File: src/rtl/dac_pattern_pkg.sv
// Shared types and helpers for the DAC pattern generator: mode encodings, maximal
// LFSR tap masks and per-mode restart codes.
package dac_pattern_pkg;

  localparam int unsigned MaxBits = 12;

  typedef enum logic [2:0] {
    ModeRampUp   = 3'd0,
    ModeRampDown = 3'd1,
    ModeTriangle = 3'd2,
    ModeStatic   = 3'd3,
    ModeWalk     = 3'd4,
    ModePrbs     = 3'd5
  } mode_e;

  // Feedback taps for a left-shifting Fibonacci LFSR; bit i is polynomial term x^(i+1).
  function automatic logic [MaxBits-1:0] lfsr_taps(int unsigned bits);
    case (bits)
      2:       return 12'h003;
      3:       return 12'h006;
      4:       return 12'h00C;
      5:       return 12'h014;
      6:       return 12'h030;
      7:       return 12'h060;
      8:       return 12'h0B8;
      9:       return 12'h110;
      10:      return 12'h240;
      11:      return 12'h500;
      12:      return 12'h829;
      default: return 12'h000;
    endcase
  endfunction

  function automatic logic [MaxBits-1:0] start_code(mode_e m, logic [MaxBits-1:0] static_code,
                                                    int unsigned bits);
    logic [MaxBits-1:0] max_code;
    max_code = MaxBits'((32'd1 << bits) - 32'd1);
    case (m)
      ModeRampDown: return max_code;
      ModeWalk:     return 12'd1;
      ModeStatic:   return static_code;
      ModePrbs:     return max_code;
      default:      return 12'd0;
    endcase
  endfunction

endpackage

File: src/rtl/dac_lfsr.sv
// Maximal-length Fibonacci LFSR for the PRBS pattern. state is the code emitted on the
// next advance; the all-ones seed itself is emitted by the top on restart.
module dac_lfsr
  import dac_pattern_pkg::*;
#(
  parameter int unsigned BITS = 4
) (
  input  logic            clk,
  input  logic            rst,
  input  logic            load,
  input  logic            advance,
  output logic [BITS-1:0] state
);

  localparam logic [BITS-1:0] Taps = BITS'(lfsr_taps(BITS));
  localparam logic [BITS-1:0] Seed = '1;

  function automatic logic [BITS-1:0] lfsr_next(logic [BITS-1:0] s);
    return {s[BITS-2:0], ^(s & Taps)};
  endfunction

  always_ff @(posedge clk or posedge rst) begin
    if (rst) begin
      state <= lfsr_next(Seed);
    end else if (load) begin
      state <= lfsr_next(Seed);
    end else if (advance) begin
      state <= lfsr_next(state);
    end
  end

endmodule

File: src/rtl/dac_pattern_gen.sv
// Multi-channel DAC stimulus generator: ramp, triangle, static and walking-bit codes at a
// programmable step rate. Define DAC_PATTERN_PRBS_EN to add the LFSR pattern on mode 5.
module dac_pattern_gen
  import dac_pattern_pkg::*;
#(
  parameter int unsigned BITS     = 4,
  parameter int unsigned CHANNELS = 3,
  parameter int unsigned PHASE    = 0,
  parameter int unsigned DIV_W    = 16
) (
  input  logic                     clk,
  input  logic                     rst,
  input  logic                     en,
  input  logic                     restart,
  input  logic [2:0]               mode,
  input  logic [DIV_W-1:0]         div,
  input  logic [BITS-1:0]          code,
  output logic [CHANNELS*BITS-1:0] dac_out,
  output logic                     step,
  output logic                     sweep_done
);

  localparam logic [BITS-1:0] One = BITS'(1);
  localparam logic [BITS-1:0] Max = '1;
  localparam logic [BITS-1:0] Msb = One << (BITS - 1);

  logic [DIV_W-1:0] cnt_q;
  mode_e            mode_q;
  logic             dir_up_q;
  logic [BITS-1:0]  base_q;

  logic             tick;
  mode_e            mode_new;
  logic [BITS-1:0]  start_base;
  logic [BITS-1:0]  base_n;
  logic             dir_up_n;
  logic             sweep_n;

  function automatic mode_e decode_mode(logic [2:0] m);
    case (m)
      3'd0:    return ModeRampUp;
      3'd1:    return ModeRampDown;
      3'd2:    return ModeTriangle;
      3'd4:    return ModeWalk;
`ifdef DAC_PATTERN_PRBS_EN
      3'd5:    return ModePrbs;
`endif
      default: return ModeStatic;
    endcase
  endfunction

  // Channels are fixed offsets of the shared base, so they all step together.
  function automatic logic [CHANNELS*BITS-1:0] fan_out(logic [BITS-1:0] b);
    logic [CHANNELS*BITS-1:0] w;
    w = '0;
    for (int k = 0; k < CHANNELS; k++) begin
      w[k*BITS +: BITS] = b + BITS'(k * PHASE);
    end
    return w;
  endfunction

  assign tick       = en && (cnt_q == div);
  assign mode_new   = decode_mode(mode);
  assign start_base = BITS'(start_code(mode_new, MaxBits'(code), BITS));

`ifdef DAC_PATTERN_PRBS_EN
  logic [BITS-1:0] lfsr_state;

  dac_lfsr #(
    .BITS(BITS)
  ) u_lfsr (
    .clk    (clk),
    .rst    (rst),
    .load   (restart && (mode_new == ModePrbs)),
    .advance(!restart && tick && (mode_q == ModePrbs)),
    .state  (lfsr_state)
  );
`endif

  always_comb begin
    base_n   = base_q;
    dir_up_n = dir_up_q;
    sweep_n  = 1'b0;
    case (mode_q)
      ModeRampUp: begin
        base_n  = base_q + One;
        sweep_n = (base_n == Max);
      end
      ModeRampDown: begin
        base_n  = base_q - One;
        sweep_n = (base_n == '0);
      end
      ModeTriangle: begin
        // Direction flips as an endpoint is emitted so each endpoint appears once.
        if (dir_up_q) begin
          base_n = base_q + One;
          if (base_n == Max) dir_up_n = 1'b0;
        end else begin
          base_n = base_q - One;
          if (base_n == '0) dir_up_n = 1'b1;
        end
        sweep_n = !dir_up_q && (base_n == One);
      end
      ModeWalk: begin
        base_n  = {base_q[BITS-2:0], base_q[BITS-1]};
        sweep_n = (base_n == Msb);
      end
`ifdef DAC_PATTERN_PRBS_EN
      ModePrbs: begin
        // The code just before the all-ones seed recurs closes the sequence.
        base_n  = lfsr_state;
        sweep_n = (base_n == (Max >> 1));
      end
`endif
      default: base_n = code;
    endcase
  end

  always_ff @(posedge clk or posedge rst) begin
    if (rst) begin
      cnt_q      <= '0;
      mode_q     <= ModeRampUp;
      dir_up_q   <= 1'b1;
      base_q     <= '0;
      dac_out    <= '0;
      step       <= 1'b0;
      sweep_done <= 1'b0;
    end else begin
      step       <= 1'b0;
      sweep_done <= 1'b0;
      if (restart) begin
        cnt_q    <= '0;
        mode_q   <= mode_new;
        dir_up_q <= 1'b1;
        base_q   <= start_base;
        dac_out  <= fan_out(start_base);
      end else if (tick) begin
        cnt_q      <= '0;
        base_q     <= base_n;
        dir_up_q   <= dir_up_n;
        dac_out    <= fan_out(base_n);
        step       <= 1'b1;
        sweep_done <= sweep_n;
      end else if (en) begin
        cnt_q <= cnt_q + DIV_W'(1);
      end
    end
  end

endmodule

File: config.mk
export PLATFORM = sky130hd
export DESIGN_NAME = dac_pattern_gen
export DESIGN_NICKNAME = d
export VERILOG_FILES = /design/src/rtl/dac_pattern_pkg.sv /design/src/rtl/dac_lfsr.sv /design/src/rtl/dac_pattern_gen.sv
export SDC_FILE = /design/constraint.sdc
export NUM_CORES = 1
export LEC_CHECK = 0
export CAP_MARGIN = 20
export CORE_ASPECT_RATIO = 1.25
export CORE_MARGIN = 2
export CORE_UTILIZATION = 52
export CTS_BUF_LIST = sky130_fd_sc_hd__clkbuf_2
export DETAILED_ROUTE_END_ITERATION = 12
export GPL_TIMING_DRIVEN = 1
export PLACE_DENSITY = 0.81
export SETUP_SLACK_MARGIN = 0.1
export SLEW_MARGIN = 10
export SYNTH_ARGS = -nofsm -noshare
export SYNTH_HDL_FRONTEND = slang
export SYNTH_SLANG_ARGS = --single-unit
File: constraint.sdc
create_clock -name clk -period 2.4 [get_ports clk]
set_clock_uncertainty 0.1 [all_clocks]
set_input_delay 0.36 -clock clk [delete_from_list [all_inputs] [get_ports clk]]
set_output_delay 0.36 -clock clk [all_outputs]
set_load 0.005 [all_outputs]
==> results_tabular.tex <==
\begin{tabular}{lr}
\hline
Metric & Value \\
\hline
\multicolumn{2}{l}{\textbf{STA}} \\
Slew of the pin with the lowest slew margin & 0.493 ns \\
Accumulated negative setup slack & 0 ns \\
Final critical-path required period & around 2.2 ns \\
Post-route clock period utilization & around nine tenths \\
Number of failing setup endpoints in the final timing report & 0 \\
Final hold violations & 0 \\
Worst max-slew margin expressed relative to the limit & roughly two thirds \\
Total count of max-transition violations in the final report & 0 \\
Unrepaired setup endpoints after global routing & false \\
Highest clock frequency the design can meet & 0.460 GHz \\
\multicolumn{2}{l}{\textbf{Die}} \\
Core box area & 3720 µm² \\
Num rows & 25 \\
IO Pins & 41 \\
Die area & roughly 4400 µm² \\
Starting utilization of the core area & between 50\% and 60\% \\
Die height & approximately 73 µm \\
Die width & between 50 and 60 µm \\
\multicolumn{2}{l}{\textbf{Setup path}} \\
Data arrival time of the critical path & 2.36 ns \\
Worst-path cell chain & xor2\_1, nor4\_1, nand3\_1, o31a\_1, or4\_1 \\
Worst Path Max Fanout & 4 \\
Crit path capture type & register \\
WP data required & between 2 and 3 ns \\
Crit path max-delay cell type & dfrtp\_1 \\
Delay of the slowest cell on the worst path & $\sim$0.48 ns \\
Top delay family on crit path & simple AND/OR/NAND/NOR gates \\
Nature of the critical path startpoint & register \\
Critical path class & register to register \\
CP bufs+invs & 0 \\
\multicolumn{2}{l}{\textbf{Placed design}} \\
Post-detail-place hpwl & about 3500 µm \\
Final GP Congestion & between 0.8 and 0.9 \\
Total cell area at the placement stage & about 2400 µm² \\
\# placed instances & between 300 and 400 \\
Number of I/O port buffers & 40 \\
\multicolumn{2}{l}{\textbf{Power and ir drop}} \\
Worst vdd rail ir drop & about 0.22 mV \\
Power after layout & 0.993 mW \\
Static leakage & 1.05 nW \\
Total power divided by cell area & 406 nW/µm² \\
\multicolumn{2}{l}{\textbf{Yosys}} \\
Simple-gate share of the synthesized area & 21.9\% \\
Cell types occupying the most area after synthesis & dfrtp\_1 31\%, xor2\_1 11\%, xnor2\_1 5.7\% \\
Post-synthesis instance area & 2000 µm² \\
Flip-flop cell with the highest count after synthesis & dfrtp\_1 \\
Post-Synthesis Cells & approximately 230 \\
XOR/XNOR share of the synthesized area & around 17\% \\
Main combinational cell family by area after synthesis & simple AND/OR/NAND/NOR gates \\
Fraction of post-synthesis cell area in the top cell type by area & between 30\% and 40\% \\
Library cell with the largest summed area after synthesis & dfrtp\_1 \\
Mapped Nets & between 200 and 300 \\
Synthesis warning total & 0 \\
Share of the yosys chip area belonging to registers & approximately 33\% \\
Post-synth EDFFs & 0 \\
Post-synth ARST share & 100\% \\
Multiplexer area fraction after synthesis & $\sim$2.0\% \\
Count of cell types in the netlist & 54 \\
Seq cells post-synth & 26 \\
Compound-Gate Fraction of Synth Area & between 10\% and 20\% \\
Avg Inst Size Synth & about 8.6 µm² \\
Fraction of the mapped netlist area in adder cells & approximately 3.6\% \\
\multicolumn{2}{l}{\textbf{CTS}} \\
Count of H-tree levels built during CTS & 1 \\
Clock buffer depth & 2 \\
Total number of clock tree sinks & 26 \\
Clk\_lat worst skew & about 0.36 ns \\
Count of hold-fix buffers inserted at cts & 0 \\
Root buf cell & clkbuf\_2 \\
Clock tree from TritonCTS & done \\
Cts bufs inserted & 3 \\
CTS clk-pin slew, worst paths & between 0.2 and 0.3 ns \\
\multicolumn{2}{l}{\textbf{Cells and area}} \\
NumNets Final & between 300 and 400 \\
Leading cell types in the layout, fill and taps excluded & 40 x clkdlybuf4s50\_1, 26 x xor2\_1, 25 x nor2\_1 \\
Most common library cell in the layout ignoring fill and taps & clkdlybuf4s50\_1 \\
Area growth from synthesis to layout & 22.4\% \\
Final cell count without fillers & roughly 300 \\
Share of final-layout standard cells stronger than drive strength 1 & 8.58\% \\
Ant. Diodes & 0 \\
Finished Cell Area & 2440 µm² \\
Final cell utilization of the core & 65.6\% \\
\multicolumn{2}{l}{\textbf{Route}} \\
Post-detailed-route DRC marker count & 0 \\
Average wire per standard cell & $\sim$15 µm \\
Detail-routed via count per cell & between 5 and 6 \\
DRT Pass-1 Iters & 4 \\
Iteration-0 DRC count of the detailed router & 83 \\
Number of vias after detailed routing & 1824 \\
Post-route ant nets & 0 \\
Final wirelength & 4640 µm \\
\multicolumn{2}{l}{\textbf{Run}} \\
Maximum capacitance violations & 0 \\
\multicolumn{2}{l}{\textbf{Worst hold path}} \\
Hold Path Class & primary input to asynchronous set/reset pin \\
\multicolumn{2}{l}{\textbf{Run status}} \\
Run status & complete, no violations \\
\multicolumn{2}{l}{\textbf{GRT}} \\
Total GRT Usage & 23.1\% \\
Number of antenna violations at the first check in global routing & 0 \\
First-pass GRT wire length & just under 8000 µm \\
Remaining global-route overflow & 0 \\
Number of global-route vias before repair & 1722 \\
Largest net degree at the start of global routing & 27 \\
\hline
\end{tabular}
-- layer usage --
layer	vias up	share of wire (%)	global-route usage [%]
li1	886	-	-
met1	875	42	28.8
met2	57	53	41.1
met3	6	4.0	2.64
met4	0	1.1	7.07
met5	-	0	0
-- worst min-delay path, cell delays in order --
cell	delay [ns]
clkdlybuf4s50_1	0.39
inv_1	0.05
buf_4	0.31
-- cell families (layout without fill, tap and decap cells) --
logic type | Yosys count | after routing
fa+ha+maj | 6 | 6
mux | 4 | 4
simple gates | 86 | 86
buf+inv | 30 | 65
flops | 26 | 26
compound gates | 42 | 42
xor+xnor | 39 | 39
-- where the power goes --
part	internal, mW	total (mW)	switching [mW]
sequential	0.454	0.489	0.0350
combinational	0.176	0.328	0.151
clock	0.0440	0.176	0.132
-- Yosys cell counts (all sizes together) (2+ instances only) --
| library cell | instances |
|---|---|
| nor4 | 5 |
| inv | 10 |
| buf | 13 |
| a21boi | 2 |
| and3 | 5 |
| nor3 | 6 |
| nand3 | 9 |
| nor2b | 2 |
| mux2i | 4 |
| nor3b | 2 |
| ha | 5 |
| a21oi | 9 |
| nand2b | 3 |
| clkbuf | 7 |
| a31oi | 2 |
| nor2 | 25 |
| a221oi | 2 |
| nand2 | 16 |
| dfrtp | 25 |
| xor2 | 26 |
| or4 | 3 |
| o21ai | 10 |
| xnor2 | 13 |
| o31a | 2 |
| nand4 | 7 |
-- flip-flops by register name, summed over array words and instances (netlist names) --
signal / flops
dac_out: 4
dir_up_q: 1
step: 1
sweep_done: 1
mode_q: 3
cnt_q: 16
-- repair_timing --
action | in CTS | in global routing
endpoints found under the setup margin | 0 | 1
setup buffers | 0 | 1
gates resized for setup | 0 | 1
-- final timing paths --
check	startpoint	endpoint	slack, ns	cells past startpoint
setup / recovery	cnt_q[1]	dir_up_q	0.23	5
hold / removal	rst	dac_out[10]	0.20	3
setup reg to reg	cnt_q[1]	dir_up_q	0.23	5
hold reg to reg	cnt_q[15]	cnt_q[15]	0.52	2
max in group asynchronous	rst	dir_up_q	1.67	3
min in group clk	cnt_q[15]	cnt_q[15]	0.52	2
-- final cells by class --
type                    instances  area, µm²
fillers                       327       1280
multi-input cells             177       1190
flip-flops and latches         26        653
repair buffers                 51        495
well taps                      40       50.0
inverters                      10       37.5
clock buffers                   4       20.0
-- metrics by stage --
step	setup WS, ns	hold slack (ns)
finish	0.228	0.203
detailed placement	-0.137	0.456
global route	0.104	0.197
CTS	0.174	0.209
global placement	-0.0678	0.443
floorplan	0.195	0.299
(Power assumes the default switching activity.)
==> patch: new RTL, same flow settings <==
Add an input register stage for `en`, `mode` and `div`, cleared by the reset; this delays them by one clock. The other inputs are not delayed to match.
--- a/src/rtl/dac_pattern_gen.sv
+++ b/src/rtl/dac_pattern_gen.sv
@@ -24,4 +24,20 @@
   localparam logic [BITS-1:0] Max = '1;
   localparam logic [BITS-1:0] Msb = One << (BITS - 1);
+
+  logic en_q;
+  logic [2:0] mode_r;
+  logic [DIV_W-1:0] div_q;
+
+  always_ff @(posedge clk or posedge rst) begin
+    if (rst) begin
+      en_q   <= '0;
+      mode_r <= '0;
+      div_q  <= '0;
+    end else begin
+      en_q   <= en;
+      mode_r <= mode;
+      div_q  <= div;
+    end
+  end
 
   logic [DIV_W-1:0] cnt_q;
@@ -60,6 +76,6 @@
   endfunction
 
-  assign tick       = en && (cnt_q == div);
-  assign mode_new   = decode_mode(mode);
+  assign tick       = en_q && (cnt_q == div_q);
+  assign mode_new   = decode_mode(mode_r);
   assign start_base = BITS'(start_code(mode_new, MaxBits'(code), BITS));
 
@@ -142,5 +158,5 @@
         step       <= 1'b1;
         sweep_done <= sweep_n;
-      end else if (en) begin
+      end else if (en_q) begin
         cnt_q <= cnt_q + DIV_W'(1);
       end
Function: changed (Yosys sat finds a counterexample within 4 cycles, from zero or initial values and one cycle with rst high).
==> patch against the original RTL <==
Clock power rose to 2.9 times the old value. Area after synthesis rose by 23%. Setup slack got worse by 0.015 ns. Via count rose by 8.7%. Routed wire length rose by 6.5%. Maximum frequency fell by 0.67%. Total power rose by 67%. Sequential cell count rose by 20. Cell area rose by 23%. Critical endpoint is now dac_out[9]. Count of clock-buffer cells in the layout rose by 1.
==> patch: results <==
metrics = {
    "yosys": {
        "synthArstFlopShare": 1.00,
        "ys_seq_area_frac": 0.468,
        "ys_warn_count": 0,
        "ys_top_cells_by_area": "dfrtp_1, xnor2_1, xor2_1, nor2_1, nand2_1",
        "ys_types": 46,
        "syn_nets": 285,
        "synthTopCellsByCount": "dfrtp_1, nor2_1, nand2_1, xnor2_1, xor2_1",
    },
    "power": {
        "peakVddDrop_mv": 0.491,
        "cellLeakagePower_nw": 1.24,
    },
    "worst_setup_path": {
        "r2r-end": "dac_out[9]",
        "cp-startpoint": "cnt_q[0]",
        "critPathSlowestCell": "dfrtp_2",
        "rr_worst_depth": 6,
        "critical_path.max_fanout": 5,
        "arrival_ns": 2.43,
    },
    "global_route": {
        "grt_max_degree": 23,
        "grt_pass1_vias": 1802,
        "antenna_found_initial": 0,
        "grtUsageTotal": 0.203,
        "grt_pass1_wl_um": 8220,
    },
    "run_status": {
        "status": "complete, no violations",
    },
    "drt": {
        "first_iter_violations": 206,
        "vias_per_cell": 5.65,
        "drt-wirelength-per-cell_um": 14.1,
    },
    "placed_design": {
        "routabilityCongestion": 0.910,
        "hpwl_um": 3610,
        "place_area_um2": 2880,
    },
    "clocking": {
        "clkTransAtPathRegs_ns": 0.23,
        "cts_made_buffers": 5,
        "htree_num_levels": 2,
        "clock_path_buffers": 2,
        "clock_latency_ns": 0.42,
    },
    "layout": {
        "top_regs": "cnt_q (16), div_q (16), dac_out (4)",
        "final_nets": 322,
        "drive_above_1_share": 0.0859,
    },
    "min_path": {
        "min_path_type": "input port to asynchronous set/reset pin",
    },
    "timing": {
        "slew_headroom": 0.528,
    },
}
==> patch: how the worst min path moves through the flow <==
stage / end / start / slack (ns)
4_1_cts: cnt_q[0] / rst / 0.12
6_report: cnt_q[3] / rst / 0.13
3_5_place_dp: dir_up_q / dir_up_q / 0.47
3_3_place_gp: mode_q[2] / mode_r[0] / 0.47
2_1_floorplan: div_q[0] / div[0] / 0.29
5_1_grt: cnt_q[3] / rst / 0.15
==> patch: power by group <==
group | switching [mW] | internal, mW | total [mW]
logic | 0.130 | 0.161 | 0.291
clock network | 0.233 | 0.277 | 0.511
registers | 0.0530 | 0.808 | 0.861
==> patch: through the flow <==
step | util | hold slack [ns] | setup WS, ns | cells
6_report | 0.643 | 0.129 | 0.213 | 351
3_5_place_dp | 0.618 | 0.472 | 0.122 | 341
2_1_floorplan | - | 0.291 | 0.165 | 253
5_1_grt | 0.643 | 0.150 | 0.128 | 351
4_1_cts | 0.637 | 0.122 | 0.107 | 349
3_3_place_gp | 0.618 | 0.466 | 0.0932 | 341
==> patch: repair_timing <==
| action | CTS | global route |
|---|---|---|
| resized for setup | 1 | 5 |
| setup buffers | 0 | 2 |
| setup endpoints to repair | 2 | 23 |
==> patch: cell families after synthesis <==
family	after synthesis	share of synthesized area
xor+xnor	34	0.121
simple gates	100	0.205
mux	6	0.0264
compound gates	37	0.102
flops	46	0.468
buf+inv	25	0.0519
fa+ha+maj	5	0.0254
==> patch: final cells by class <==
type,instances,area (um2)
fill,389,1660
multi-input combinational,182,1190
inverter,7,26.3
tap,60,75.1
clock buffer,5,25.0
timing repair buffer,48,460
sequential,46,1160
clock inverter,3,63.8
==> patch: per-layer routing <==
layer | up-vias | track usage | wire [um]
met5 | - | 0 | 0
met4 | 0 | 0.0813 | 104
met3 | 14 | 0.0332 | 232
met2 | 82 | 0.372 | 2660
met1 | 942 | 0.234 | 1950
li1 | 945 | - | -
==> patch: critical path: cells and delay by family, from the launching register on <==
kind	cells	cell delay (ns)
simple gates	3	0.87
flops	1	0.49
mux	1	0.33
compound gates	1	0.17
xor+xnor	1	0.16
